===== src/rtl/mux3_sel_arbiter_if.sv =====
// Request/grant bundle between three requesters and the round-robin arbiter
// that steers the shared 3:1 mux.
//
// Handshake: a requester holds req[n] high for as long as it wants the mux.
// The arbiter answers with a registered one-hot gnt one cycle later. The owner
// keeps gnt while req[n] stays high, for at most HOLD_CYCLES consecutive cycles.
// When req[n] drops, or when the hold limit is reached, ownership passes to the
// next requester in round-robin order. A grant is never withdrawn for any
// other reason, except by reset.
interface mux3_sel_arbiter_if #(
    parameter int CNT_W = 3
);
    logic [2:0]       req;
    logic [2:0]       gnt;
    logic             s1;
    logic             s0;
    logic             valid;
    logic [CNT_W-1:0] beat_cnt;
    logic             state_dbg;   // 1 while the arbiter FSM is in GRANT

    // Arbiter side.
    modport master (
        input  req,
        output gnt, s1, s0, valid, beat_cnt, state_dbg
    );

    // Requester side.
    modport slave (
        output req,
        input  gnt, s1, s0, valid, beat_cnt, state_dbg
    );
endinterface


===== src/rtl/mux3_sel_arbiter.sv =====
// Round-robin arbiter that drives the s1/s0 select lines of a 3:1 mux.
// The grant, the select lines and the hold counter are all registered.
// Priority starts just after the last owner and wraps around, so the current
// owner has the lowest priority. The hold limit stops any one requester from
// starving the other two.
module mux3_sel_arbiter #(
    parameter int HOLD_CYCLES = 4,   // >= 1
    parameter int CNT_W       = 3    // must be wide enough to hold HOLD_CYCLES
) (
    input  logic                clk,
    input  logic                rst,
    mux3_sel_arbiter_if.master  bus
);

    typedef enum logic {
        S_IDLE  = 1'b0,
        S_GRANT = 1'b1
    } state_t;

    localparam logic [CNT_W-1:0] HOLD_MAX = CNT_W'(HOLD_CYCLES);
    localparam logic [CNT_W-1:0] CNT_ONE  = CNT_W'(1);

    state_t           r_state;
    logic [2:0]       r_gnt;
    logic [1:0]       r_sel;      // winner index: 0 -> 00, 1 -> 01, 2 -> 10
    logic [CNT_W-1:0] r_cnt;
    logic [1:0]       r_last;     // last owner; it is also the current owner while in GRANT

    state_t           w_state_nxt;
    logic [2:0]       w_gnt_nxt;
    logic [1:0]       w_sel_nxt;
    logic [CNT_W-1:0] w_cnt_nxt;
    logic [1:0]       w_last_nxt;
    logic             w_arb;
    logic [1:0]       w_winner;

    function automatic logic [1:0] next_idx(input logic [1:0] idx);
        return (idx == 2'd2) ? 2'd0 : idx + 2'd1;
    endfunction

    // Round-robin search. Try last+1 first, then last+2. The last owner is
    // chosen only when it is the sole requester.
    function automatic logic [1:0] pick(input logic [2:0] r, input logic [1:0] last);
        logic [1:0] c1;
        logic [1:0] c2;
        c1 = next_idx(last);
        c2 = next_idx(c1);
        if (r[c1])      return c1;
        else if (r[c2]) return c2;
        else            return last;
    endfunction

    assign w_winner = pick(bus.req, r_last);

    // Next-state logic: extend the current grant, or re-arbitrate on release or on expiry.
    always_comb begin
        w_state_nxt = r_state;
        w_gnt_nxt   = r_gnt;
        w_sel_nxt   = r_sel;
        w_cnt_nxt   = r_cnt;
        w_last_nxt  = r_last;
        w_arb       = 1'b0;

        case (r_state)
            S_IDLE: begin
                w_arb = 1'b1;
            end
            S_GRANT: begin
                if (bus.req[r_last] && (r_cnt < HOLD_MAX)) begin
                    w_cnt_nxt = r_cnt + CNT_ONE;
                end else begin
                    w_arb = 1'b1;
                end
            end
            default: begin
                w_arb = 1'b1;
            end
        endcase

        if (w_arb) begin
            if (|bus.req) begin
                // Switch straight to the winner, with no idle bubble between owners.
                w_state_nxt = S_GRANT;
                w_gnt_nxt   = 3'b001 << w_winner;
                w_sel_nxt   = w_winner;
                w_cnt_nxt   = CNT_ONE;
                w_last_nxt  = w_winner;
            end else begin
                // Nobody is requesting. The select lines keep their last value so the mux output does not glitch.
                w_state_nxt = S_IDLE;
                w_gnt_nxt   = 3'b000;
                w_cnt_nxt   = '0;
            end
        end
    end

    // State register. Reset makes priority start again at requester 0.
    always_ff @(posedge clk) begin
        if (rst) begin
            r_state <= S_IDLE;
            r_gnt   <= 3'b000;
            r_sel   <= 2'b00;
            r_cnt   <= '0;
            r_last  <= 2'd2;
        end else begin
            r_state <= w_state_nxt;
            r_gnt   <= w_gnt_nxt;
            r_sel   <= w_sel_nxt;
            r_cnt   <= w_cnt_nxt;
            r_last  <= w_last_nxt;
        end
    end

    assign bus.gnt       = r_gnt;
    assign bus.s1        = r_sel[1];
    assign bus.s0        = r_sel[0];
    assign bus.valid     = |r_gnt;
    assign bus.beat_cnt  = r_cnt;
    assign bus.state_dbg = (r_state == S_GRANT);

endmodule


===== src/flat_wrapper.sv =====
// flat-port wrapper written by rule: the top's interface ports become plain ports
module mux3_sel_arbiter_flat 
#(
    parameter int HOLD_CYCLES = 4,          
    parameter int CNT_W       = 3                                              
)
  (clk, rst, bus_req, bus_gnt, bus_s1, bus_s0, bus_valid, bus_beat_cnt, bus_state_dbg);
  mux3_sel_arbiter_if #(.CNT_W(CNT_W)) bus_i ();
  input  logic clk;
  input  logic rst;
  input wire logic [$bits(bus_i.req)-1:0] bus_req;
  output wire logic [$bits(bus_i.gnt)-1:0] bus_gnt;
  output wire logic [$bits(bus_i.s1)-1:0] bus_s1;
  output wire logic [$bits(bus_i.s0)-1:0] bus_s0;
  output wire logic [$bits(bus_i.valid)-1:0] bus_valid;
  output wire logic [$bits(bus_i.beat_cnt)-1:0] bus_beat_cnt;
  output wire logic [$bits(bus_i.state_dbg)-1:0] bus_state_dbg;
  assign bus_i.req = bus_req;
  assign bus_gnt = bus_i.gnt;
  assign bus_s1 = bus_i.s1;
  assign bus_s0 = bus_i.s0;
  assign bus_valid = bus_i.valid;
  assign bus_beat_cnt = bus_i.beat_cnt;
  assign bus_state_dbg = bus_i.state_dbg;
  mux3_sel_arbiter #(.HOLD_CYCLES(HOLD_CYCLES), .CNT_W(CNT_W)) u_core (.clk(clk), .rst(rst), .bus(bus_i));
endmodule

===== config.mk =====
export PLATFORM = sky130hd
export DESIGN_NAME = mux3_sel_arbiter_flat
export DESIGN_NICKNAME = d
export VERILOG_FILES = /design/src/rtl/mux3_sel_arbiter_if.sv /design/src/rtl/mux3_sel_arbiter.sv /design/src/flat_wrapper.sv
export SDC_FILE = /design/constraint.sdc
export NUM_CORES = 1
export LEC_CHECK = 0
export ABC_AREA = 1
export CORE_MARGIN = 5
export CORE_UTILIZATION = 32
export DETAILED_ROUTE_END_ITERATION = 6
export PLACE_DENSITY = 0.58
export SYNTH_ARGS = -nofsm -noshare
export SYNTH_HDL_FRONTEND = slang
export SYNTH_SLANG_ARGS = --single-unit

===== constraint.sdc =====
create_clock -name clk -period 1.2 [get_ports clk]
set_input_delay 0.18 -clock clk [delete_from_list [all_inputs] [get_ports clk]]
set_output_delay 0.18 -clock clk [all_outputs]
set_load 0.1 [all_outputs]

==> flow_metrics.env, run 1 <==
export IMPL_min_period_over_period_pct=100.8
export IMPL_peakVddDrop_v=0.0008288
export IMPL_initial_utilization_pct=34.17
export IMPL_die_h_um=50.57
export IMPL_worstMarginPinSlew_ns=0.2198
export IMPL_hold_class="flip-flop to flip-flop"
export IMPL_yosys_area_top_type="dfxtp_1"
export IMPL_synth_area_sq_um=526.8
export IMPL_total_power_mw=1.586
export IMPL_setup_ws_ns=-0.009190
export IMPL_drc=0
export IMPL_synth_warnings=0
export IMPL_finalHoldViolations=0
export IMPL_path_common_cell="nor2_1"
export IMPL_violations="negative setup slack"
export IMPL_place_ws_ns=-0.3715
export IMPL_startpoint="u_core.r_last[1]"
export IMPL_tns_ns=-0.009190
export IMPL_grt_max_degree=7
export IMPL_grt_pass1_wl_um=2242
export IMPL_status="complete, but fails checks"
export IMPL_diodes=0
export IMPL_synth_area_leaders="dfxtp_1 38%, nand2_1 11%, nand3_1 8.6%, nor2_1 8.6%, inv_1 6.4%"
export IMPL_cts_tree="done"
export IMPL_vias_per_cell=4.822
export IMPL_rsz0062_at_grt="yes"
export IMPL_min_from="u_core.r_sel[1]"
export IMPL_path_clk_slew_ns=0.07
export IMPL_syn_nets=82
export IMPL_fillers=135
export IMPL_slew_headroom_pct=85.35
export IMPL_core_rowCount=14
export IMPL_grt_pass1_vias=518
export IMPL_grt_ovfl_total=0
export IMPL_clk_path_buf_depth=2
export IMPL_drt_total_wl_um=1307
export IMPL_track_usage_pct=11.08
export IMPL_critPathBufInv=1
export IMPL_critPathArrivalTime_ns=1.41
export IMPL_cp_required_ns=1.40
export IMPL_synth_distinct_cells=16
export IMPL_die_area_sq_um=2557
export IMPL_clock_skew_final_ns=0.008516
export IMPL_final_cell_mix="12 x nand2_1, 10 x buf_12, 8 x inv_1, 8 x nor2_1, 8 x buf_4"
export IMPL_cp_start_kind="flip-flop"
export IMPL_cts_root_buf="clkbuf_4"
export IMPL_fmax_mhz=827.0
export IMPL_avgRoutedWirePerCell_um=11.08
export IMPL_dp_hpwl_um=1040
export IMPL_synth_seq_cells=10
export IMPL_core_area_sq_um=1541
export IMPL_antenna_found_initial=0
export IMPL_nets=109
export IMPL_path_delay_family="simple AND/OR/NAND/NOR gates"
export IMPL_h_tree_depth=1
export IMPL_setup_violations=1
export IMPL_syn_inst=76
export IMPL_worst_setup_path_type="flip-flop to flip-flop"
export IMPL_worstPathCellList="inv_4, nand2_1, nand3_2, nand2_4, a21oi_4, nand2_2, nor2_2, nor2_1, nor2_1"
export IMPL_clock_latency_ns=0.27
export IMPL_p_per_area_nw_per_um2=1627
export IMPL_cpMaxStageDelayCell="dfxtp_4"
export IMPL_ant_nets=0
export IMPL_numClockSinks=10
export IMPL_syn2layout_area_growth_pct=85.04
export IMPL_place_gp_congestion=0.7692
export IMPL_post_synth_top_area_fraction_pct=38.00
export IMPL_drive_gt1_share_pct=55.88
export IMPL_r2r_start="u_core.r_last[1]"
export IMPL_hold_ws_ns=0.4916
export IMPL_cp_end_kind="flip-flop"
export IMPL_period_needed_ns=1.209
export IMPL_numCtsBuffers=3
export IMPL_final_core_util_pct=63.23
export IMPL_dr_pass1_iters=4
export IMPL_die_w_um=50.57
export IMPL_port_buffers=14
export IMPL_cpPeakStageDelay_ns=0.38
export IMPL_ios=15
export IMPL_yosysSeqAreaShare_pct=38.00
export IMPL_layout_commonest_cell="nand2_1"
export IMPL_via_count=569
export IMPL_drt_iter0_drc=5
export IMPL_path_max_fanout=6
export IMPL_postSynthAreaPerCell_sq_um=6.931
export IMPL_max_cap_violations=0
export IMPL_p_leak_nw=0.4338
export IMPL_final_max_slew_viol_count=0
state kept, by name, indices dropped and copies added (netlist names):
signal	count
u_core.bus.gnt	3
u_core.r_last	2
u_core.bus.state_dbg	1
u_core.r_sel	1
u_core.bus.beat_cnt	3
synthesized netlist by cell type (all sizes together):
| master | n |
|---|---|
| a21oi | 6 |
| dfxtp | 10 |
| ha | 1 |
| inv | 11 |
| nand2 | 21 |
| nand3 | 10 |
| nor2 | 13 |
| nor3 | 2 |
| o211ai | 1 |
| o21bai | 1 |
report_power, final:
part	switching, mW	internal [mW]	total (mW)
sequential	0.0685	0.379	0.447
combinational	0.561	0.337	0.899
clock	0.112	0.128	0.240
total	0.742	0.844	1.59
logic make-up (layout without fill, tap and decap cells):
family / count (synthesis) / in the layout / share of synthesized area, %
buf+inv: 11 / 37 / 7.839
compound gates: 8 / 8 / 11.40
simple gates: 46 / 46 / 40.38
fa+ha+maj: 1 / 1 / 2.375
flops: 10 / 10 / 38.00
worst register-to-register path, delay by kind of cell (launching register included):
kind	cells	cell delay (ns)
AOI/OAI and AO/OA	1	0.19
and+or+nand+nor	7	0.50
buffers and inverters	1	0.08
DFF	1	0.38
cell type report:
class                      instances  area, sq um  share of cell area, %
multi-input combinational         55        362.8                  37.23
timing repair buffer              22        296.5                  30.42
sequential                        10        222.7                  22.85
inverter                          11        46.29                  4.750
clock buffer                       4        26.28                  2.696
tap                               16        20.02                  2.054
metrics by stage:
step                      instance area (sq um)  cells
after floorplan                           590.6     76
after global placement                    903.4    113
after detailed placement                  903.4    113
after CTS                                 942.2    118
after global routing                      974.7    118
final                                     974.7    118
final timing paths:
check / to / slack [ns] / cells past startpoint
worst min register to register: u_core.r_sel[1] / 0.49 / 2
worst max-delay path: u_core.bus.gnt[2] / -0.009 / 9
worst max register to register: u_core.bus.gnt[2] / -0.009 / 9
worst min-delay path: u_core.r_sel[1] / 0.49 / 2
layer usage:
| metal | vias up | wire (um) | GRT usage (%) |
|---|---|---|---|
| li1 | 292 | - | - |
| met2 | 15 | 641 | 17.77 |
| met4 | 0 | 9 | 2.553 |
| met1 | 260 | 573 | 13.81 |
| met3 | 2 | 83 | 4.438 |
| met5 | - | 0 | 0 |
repair_timing:
action | 4_1_cts | 5_1_grt
hold buffers | 0 | 0
pin swaps | 2 | 5
gates resized for setup | 8 | 9
buffers inserted | 1 | 0
endpoints found under the setup margin | 10 | 8
(Power assumes the default switching activity.)
==> run 2: changes to the inputs <==
- CORE_UTILIZATION: 32 -> 40
- GPL_TIMING_DRIVEN: unset -> 1
- PLACE_DENSITY: 0.58 -> 0.7
==> flow_metrics.env, run 2 (synthesis gave the netlist of run 1 again) <==
export IMPL_grt_max_degree=7
export IMPL_whs_endpoint="u_core.r_sel[1]"
export IMPL_drt_iter0_drc=15
export IMPL_status="complete, but fails checks"
export IMPL_clock_skew_final_ns=0.004662
export IMPL_core_rowCount=13
export IMPL_critPathArrivalTime_ns=1.43
export IMPL_dp_hpwl_um=984.9
export IMPL_drive_gt1_share_pct=58.65
export IMPL_vias_per_cell=4.975
export IMPL_min_period_over_period_pct=103.0
export IMPL_clk_path_buf_depth=2
export IMPL_grt_pass1_vias=526
export IMPL_cpPeakStageDelay_ns=0.41
export IMPL_dp_cells=112
export IMPL_period_needed_ns=1.236
export IMPL_cp_end_kind="flip-flop"
export IMPL_cts_root_buf="clkbuf_4"
export IMPL_finalHoldViolations=0
export IMPL_drt_total_wl_um=1494
export IMPL_peakVddDrop_v=0.001166
export IMPL_slew_headroom_pct=81.82
export IMPL_h_tree_depth=1
export IMPL_numCtsBuffers=3
export IMPL_via_count=592
export IMPL_initial_utilization_pct=41.52
export IMPL_diodes=0
export IMPL_cp_start_kind="flip-flop"
export IMPL_cts_tree="done"
export IMPL_r2r_start="u_core.r_last[1]"
export IMPL_die_w_um=46.29
export IMPL_ant_nets=0
export IMPL_place_gp_congestion=0.7598
export IMPL_worstMarginPinSlew_ns=0.2718
export IMPL_cpMaxStageDelayCell="dfxtp_4"
export IMPL_path_clk_slew_ns=0.06
export IMPL_p_per_area_nw_per_um2=1637
export IMPL_instances_no_fill=119
export IMPL_whs_path_depth=2
export IMPL_final_max_slew_viol_count=0
export IMPL_layout_commonest_cell="nand2_1"
export IMPL_grt_pass1_wl_um=2242
export IMPL_syn2layout_area_growth_pct=91.92
export IMPL_r2r_end="u_core.bus.gnt[1]"
export IMPL_numClockSinks=10
export IMPL_tns_ns=-0.1169
export IMPL_final_cell_area_sq_um=1011
export IMPL_core_area_sq_um=1269
export IMPL_cp_required_ns=1.39
export IMPL_dr_pass1_iters=4
export IMPL_ios=15
export IMPL_critPathBufInv=0
export IMPL_avgRoutedWirePerCell_um=12.55
export IMPL_grt_ovfl_total=0
export IMPL_r2r_cells=8
export IMPL_port_buffers=14
export IMPL_nets=111
export IMPL_postCtsHoldBufs=0
export IMPL_rsz0062_at_grt="yes"
export IMPL_p_leak_nw=0.4554
export IMPL_die_h_um=46.29
export IMPL_clock_latency_ns=0.27
export IMPL_placed_area_sq_um=902.1
export IMPL_path_max_fanout=6
export IMPL_max_cap_violations=0
export IMPL_drc=0
export IMPL_setup_ws_ns=-0.03575
export IMPL_worst_setup_path_type="flip-flop to flip-flop"
export IMPL_track_usage_pct=14.96
export IMPL_setup_violations=4
export IMPL_worstPathCellList="nor2_4, nand2_2, nand2_4, nor2_4, nand3_2, nand2_2, nand3_1, a21oi_2"
export IMPL_die_area_sq_um=2143
export IMPL_antenna_found_initial=0
export IMPL_ff2ff_setup_slack_ns=-0.04
export IMPL_final_cell_mix="12 x nand2_1, 10 x buf_12, 9 x buf_4"
export IMPL_min_from="u_core.r_sel[1]"
export IMPL_fmax_mhz=809.2
export IMPL_hold_class="flip-flop to flip-flop"
export IMPL_path_delay_family="simple AND/OR/NAND/NOR gates"
export IMPL_violations="negative setup slack"
==> run 2: per-stage QoR <==
step	worst slack (ns)	utilization (%)	hold WS, ns	power [mW]
global placement	-0.3458	71.10	0.4714	1.293
detailed placement	-0.3791	71.10	0.4728	1.303
finish	-0.03575	79.68	0.4829	1.655
global route	-0.1449	79.68	0.5226	1.735
floorplan	-0.09292	-	0.2394	0.9889
CTS	-0.01231	74.36	0.4848	1.573
==> run 2: worst max path at each step <==
| stage | startpoint | end | slack, ns | cells after the start |
|---|---|---|---|---|
| final | u_core.r_last[1] | u_core.bus.gnt[1] | -0.04 | 8 |
| after global routing | u_core.r_last[0] | u_core.bus.gnt[2] | -0.14 | 7 |
| after CTS | u_core.r_last[0] | u_core.bus.gnt[1] | -0.01 | 8 |
| after detailed placement | bus_req[2] | u_core.bus.gnt[2] | -0.38 | 10 |
| after global placement | bus_req[2] | u_core.bus.gnt[2] | -0.35 | 10 |
| after floorplan | u_core.r_last[0] | u_core.bus.gnt[2] | -0.09 | 9 |
==> run 2: worst min-delay path, cell delays in order, from the launching register on <==
cell	delay (ns)
dfxtp_2	0.33
nand2_1	0.06
a21oi_1	0.05
==> run 2: area by class of cell <==
class                   instances  area (sq um)
repair buffers                 24         315.3
fillers                        75         257.7
flip-flops and latches         10         222.7
well taps                      15         18.77
multi-input cells              55         381.6
clock buffers                   4         26.28
inverters                      11         46.29
==> run 2: report_power, final <==
group | internal (mW) | total [mW] | switching, mW
Sequential | 0.379 | 0.447 | 0.0687
Combinational | 0.365 | 0.960 | 0.595
Clock | 0.129 | 0.248 | 0.119
==> run 2: layer usage <==
| layer | routed length (um) | global-route usage [%] | share of wire, % | vias up |
|---|---|---|---|---|
| met4 | 31 | 6.818 | 2.1 | 0 |
| li1 | - | - | - | 299 |
| met1 | 622 | 19.01 | 42 | 267 |
| met5 | 0 | 0 | 0 | - |
| met3 | 95 | 3.516 | 6.4 | 5 |
| met2 | 744 | 23.63 | 50 | 21 |
==> run 2: repair_timing <==
| action | in CTS | in global routing |
|---|---|---|
| setup buffers | 1 | 2 |
| endpoints found under the setup margin | 10 | 7 |
| endpoints found under the hold margin | 0 | 0 |
| gates resized for setup | 9 | 13 |
| pin swaps | 3 | 2 |
==> run 3: changes to the inputs <==
- ABC_CLOCK_PERIOD_IN_PS: unset -> 1200
- CORE_ASPECT_RATIO: unset -> 1.1
- CORE_MARGIN: 5 -> 2
- CORE_UTILIZATION: 40 -> 35
- PLACE_DENSITY: 0.7 -> 0.62
==> flow_metrics.env, run 3 (synthesis gave the netlist of run 1 again) <==
export IMPL_setup_violations=3
export IMPL_die_w_um=40.99
export IMPL_p_leak_nw=0.4393
export IMPL_path_delay_family="simple AND/OR/NAND/NOR gates"
export IMPL_place_gp_congestion=0.7704
export IMPL_tns_ns=-0.1021
export IMPL_vias_per_cell=5.000
export IMPL_period_needed_ns=1.240
export IMPL_die_area_sq_um=1832
export IMPL_clock_skew_final_ns=0.005116
export IMPL_nets=110
export IMPL_grt_max_degree=7
export IMPL_antenna_found_initial=0
export IMPL_slew_headroom_pct=83.13
export IMPL_path_clk_slew_ns=0.06
export IMPL_worst_setup_path_type="flip-flop to flip-flop"
export IMPL_hold_class="flip-flop to flip-flop"
export IMPL_drt_iter0_drc=1
export IMPL_clock_latency_ns=0.27
export IMPL_grt_pass1_vias=578
export IMPL_core_rowCount=14
export IMPL_fmax_mhz=806.5
export IMPL_cpPeakStageDelay_ns=0.37
export IMPL_track_usage_pct=17.91
export IMPL_worstMarginPinSlew_ns=0.2531
export IMPL_cts_root_buf="clkbuf_4"
export IMPL_max_cap_violations=0
export IMPL_dr_pass1_iters=4
export IMPL_setup_ws_ns=-0.03988
export IMPL_final_cell_mix="10 x nand2_1, 10 x buf_12, 9 x buf_4"
export IMPL_rsz0062_at_grt="yes"
export IMPL_port_buffers=14
export IMPL_cp_end_kind="flip-flop"
export IMPL_core_area_sq_um=1384
export IMPL_critPathBufInv=1
export IMPL_diodes=0
export IMPL_numCtsBuffers=3
export IMPL_critPathArrivalTime_ns=1.39
export IMPL_min_period_over_period_pct=103.3
export IMPL_grt_pass1_wl_um=2139
export IMPL_final_max_slew_viol_count=0
export IMPL_path_max_fanout=5
export IMPL_h_tree_depth=1
export IMPL_cts_tree="done"
export IMPL_p_per_area_nw_per_um2=1611
export IMPL_peakVddDrop_v=0.0009664
export IMPL_ios=15
export IMPL_grt_ovfl_total=0
export IMPL_numClockSinks=10
export IMPL_seq_area_sq_um=222.7
export IMPL_drive_gt1_share_pct=59.22
export IMPL_status="complete, but fails checks"
export IMPL_ant_nets=0
export IMPL_cp_start_kind="flip-flop"
export IMPL_fillers=105
export IMPL_violations="negative setup slack"
export IMPL_cpMaxStageDelayCell="dfxtp_4"
export IMPL_clk_path_buf_depth=2
export IMPL_cp_required_ns=1.35
export IMPL_multi_input_area_sq_um=379.1
export IMPL_drc=0
export IMPL_die_h_um=44.69
export IMPL_drt_total_wl_um=1340
export IMPL_finalHoldViolations=0
export IMPL_dp_hpwl_um=1002
export IMPL_via_count=595
export IMPL_worstPathCellList="buf_4, nand2_2, nand2_4, nor2_2, nand3_2, nand2_2, nor2_2, nor2_1, nor2_1"
export IMPL_hold_ws_ns=0.5026
export IMPL_total_power_mw=1.608
export IMPL_avgRoutedWirePerCell_um=11.26
export IMPL_initial_utilization_pct=38.07
export IMPL_syn2layout_area_growth_pct=89.55
==> run 3: cell types whose count changed in the layout (fill, tap and decap cells not counted), sizes merged <==
cell  change
buf       -1
==> run 3: final timing paths <==
check	startpoint	to	slack [ns]	cells after the start
setup / recovery	u_core.r_last[1]	u_core.bus.gnt[2]	-0.04	9
setup reg to reg	u_core.r_last[1]	u_core.bus.gnt[2]	-0.04	9
hold reg to reg	u_core.r_sel[1]	u_core.r_sel[1]	0.50	2
hold / removal	u_core.r_sel[1]	u_core.r_sel[1]	0.50	2
==> run 3: repair_timing <==
item                       in CTS  in global routing
setup endpoints to repair      10                  8
gates resized for setup        11                 10
hold buffers                    0                  0
buffers inserted                0                  1
pin swaps                       7                 10
gates cloned                    0                  0
==> run 3: per-layer routing <==
layer,up-vias,wire length (um),track usage (%)
met3,7,51,1.970
met5,-,0,0
li1,298,-,-
met4,0,66,18.67
met2,14,700,27.81
met1,276,521,19.31
==> run 3: final cells by class <==
type                            count  share of cell area (%)
Clock buffer                        4                   2.632
Inverter                           11                   4.637
Multi-Input combinational cell     55                   37.97
Sequential cell                    10                   22.31
Tap cell                           16                   2.005
Timing Repair Buffer               23                   30.45
==> run 3: per-stage QoR <==
step	setup WS (ns)	instance area (sq um)	std cells	util [%]
6_report	-0.03988	998.5	119	72.15
3_5_place_dp	-0.3927	910.9	114	65.82
5_1_grt	-0.1433	998.5	119	72.15
2_1_floorplan	-0.09292	590.6	76	-
4_1_cts	-0.04707	954.7	118	68.99
3_3_place_gp	-0.3599	910.9	114	65.82
==> run 3: tightest hold or removal path: cells and delay by family, from the launching register on <==
kind	cells	cell delay, ns
compound gates	1	0.05
flops	1	0.34
simple gates	1	0.08
==> run 3: power breakdown <==
part	internal [mW]	switching [mW]	total, mW	leakage, nW
Sequential	0.379	0.0679	0.447	0.0867
Clock	0.129	0.113	0.242	0.0150
Combinational	0.347	0.573	0.920	0.338
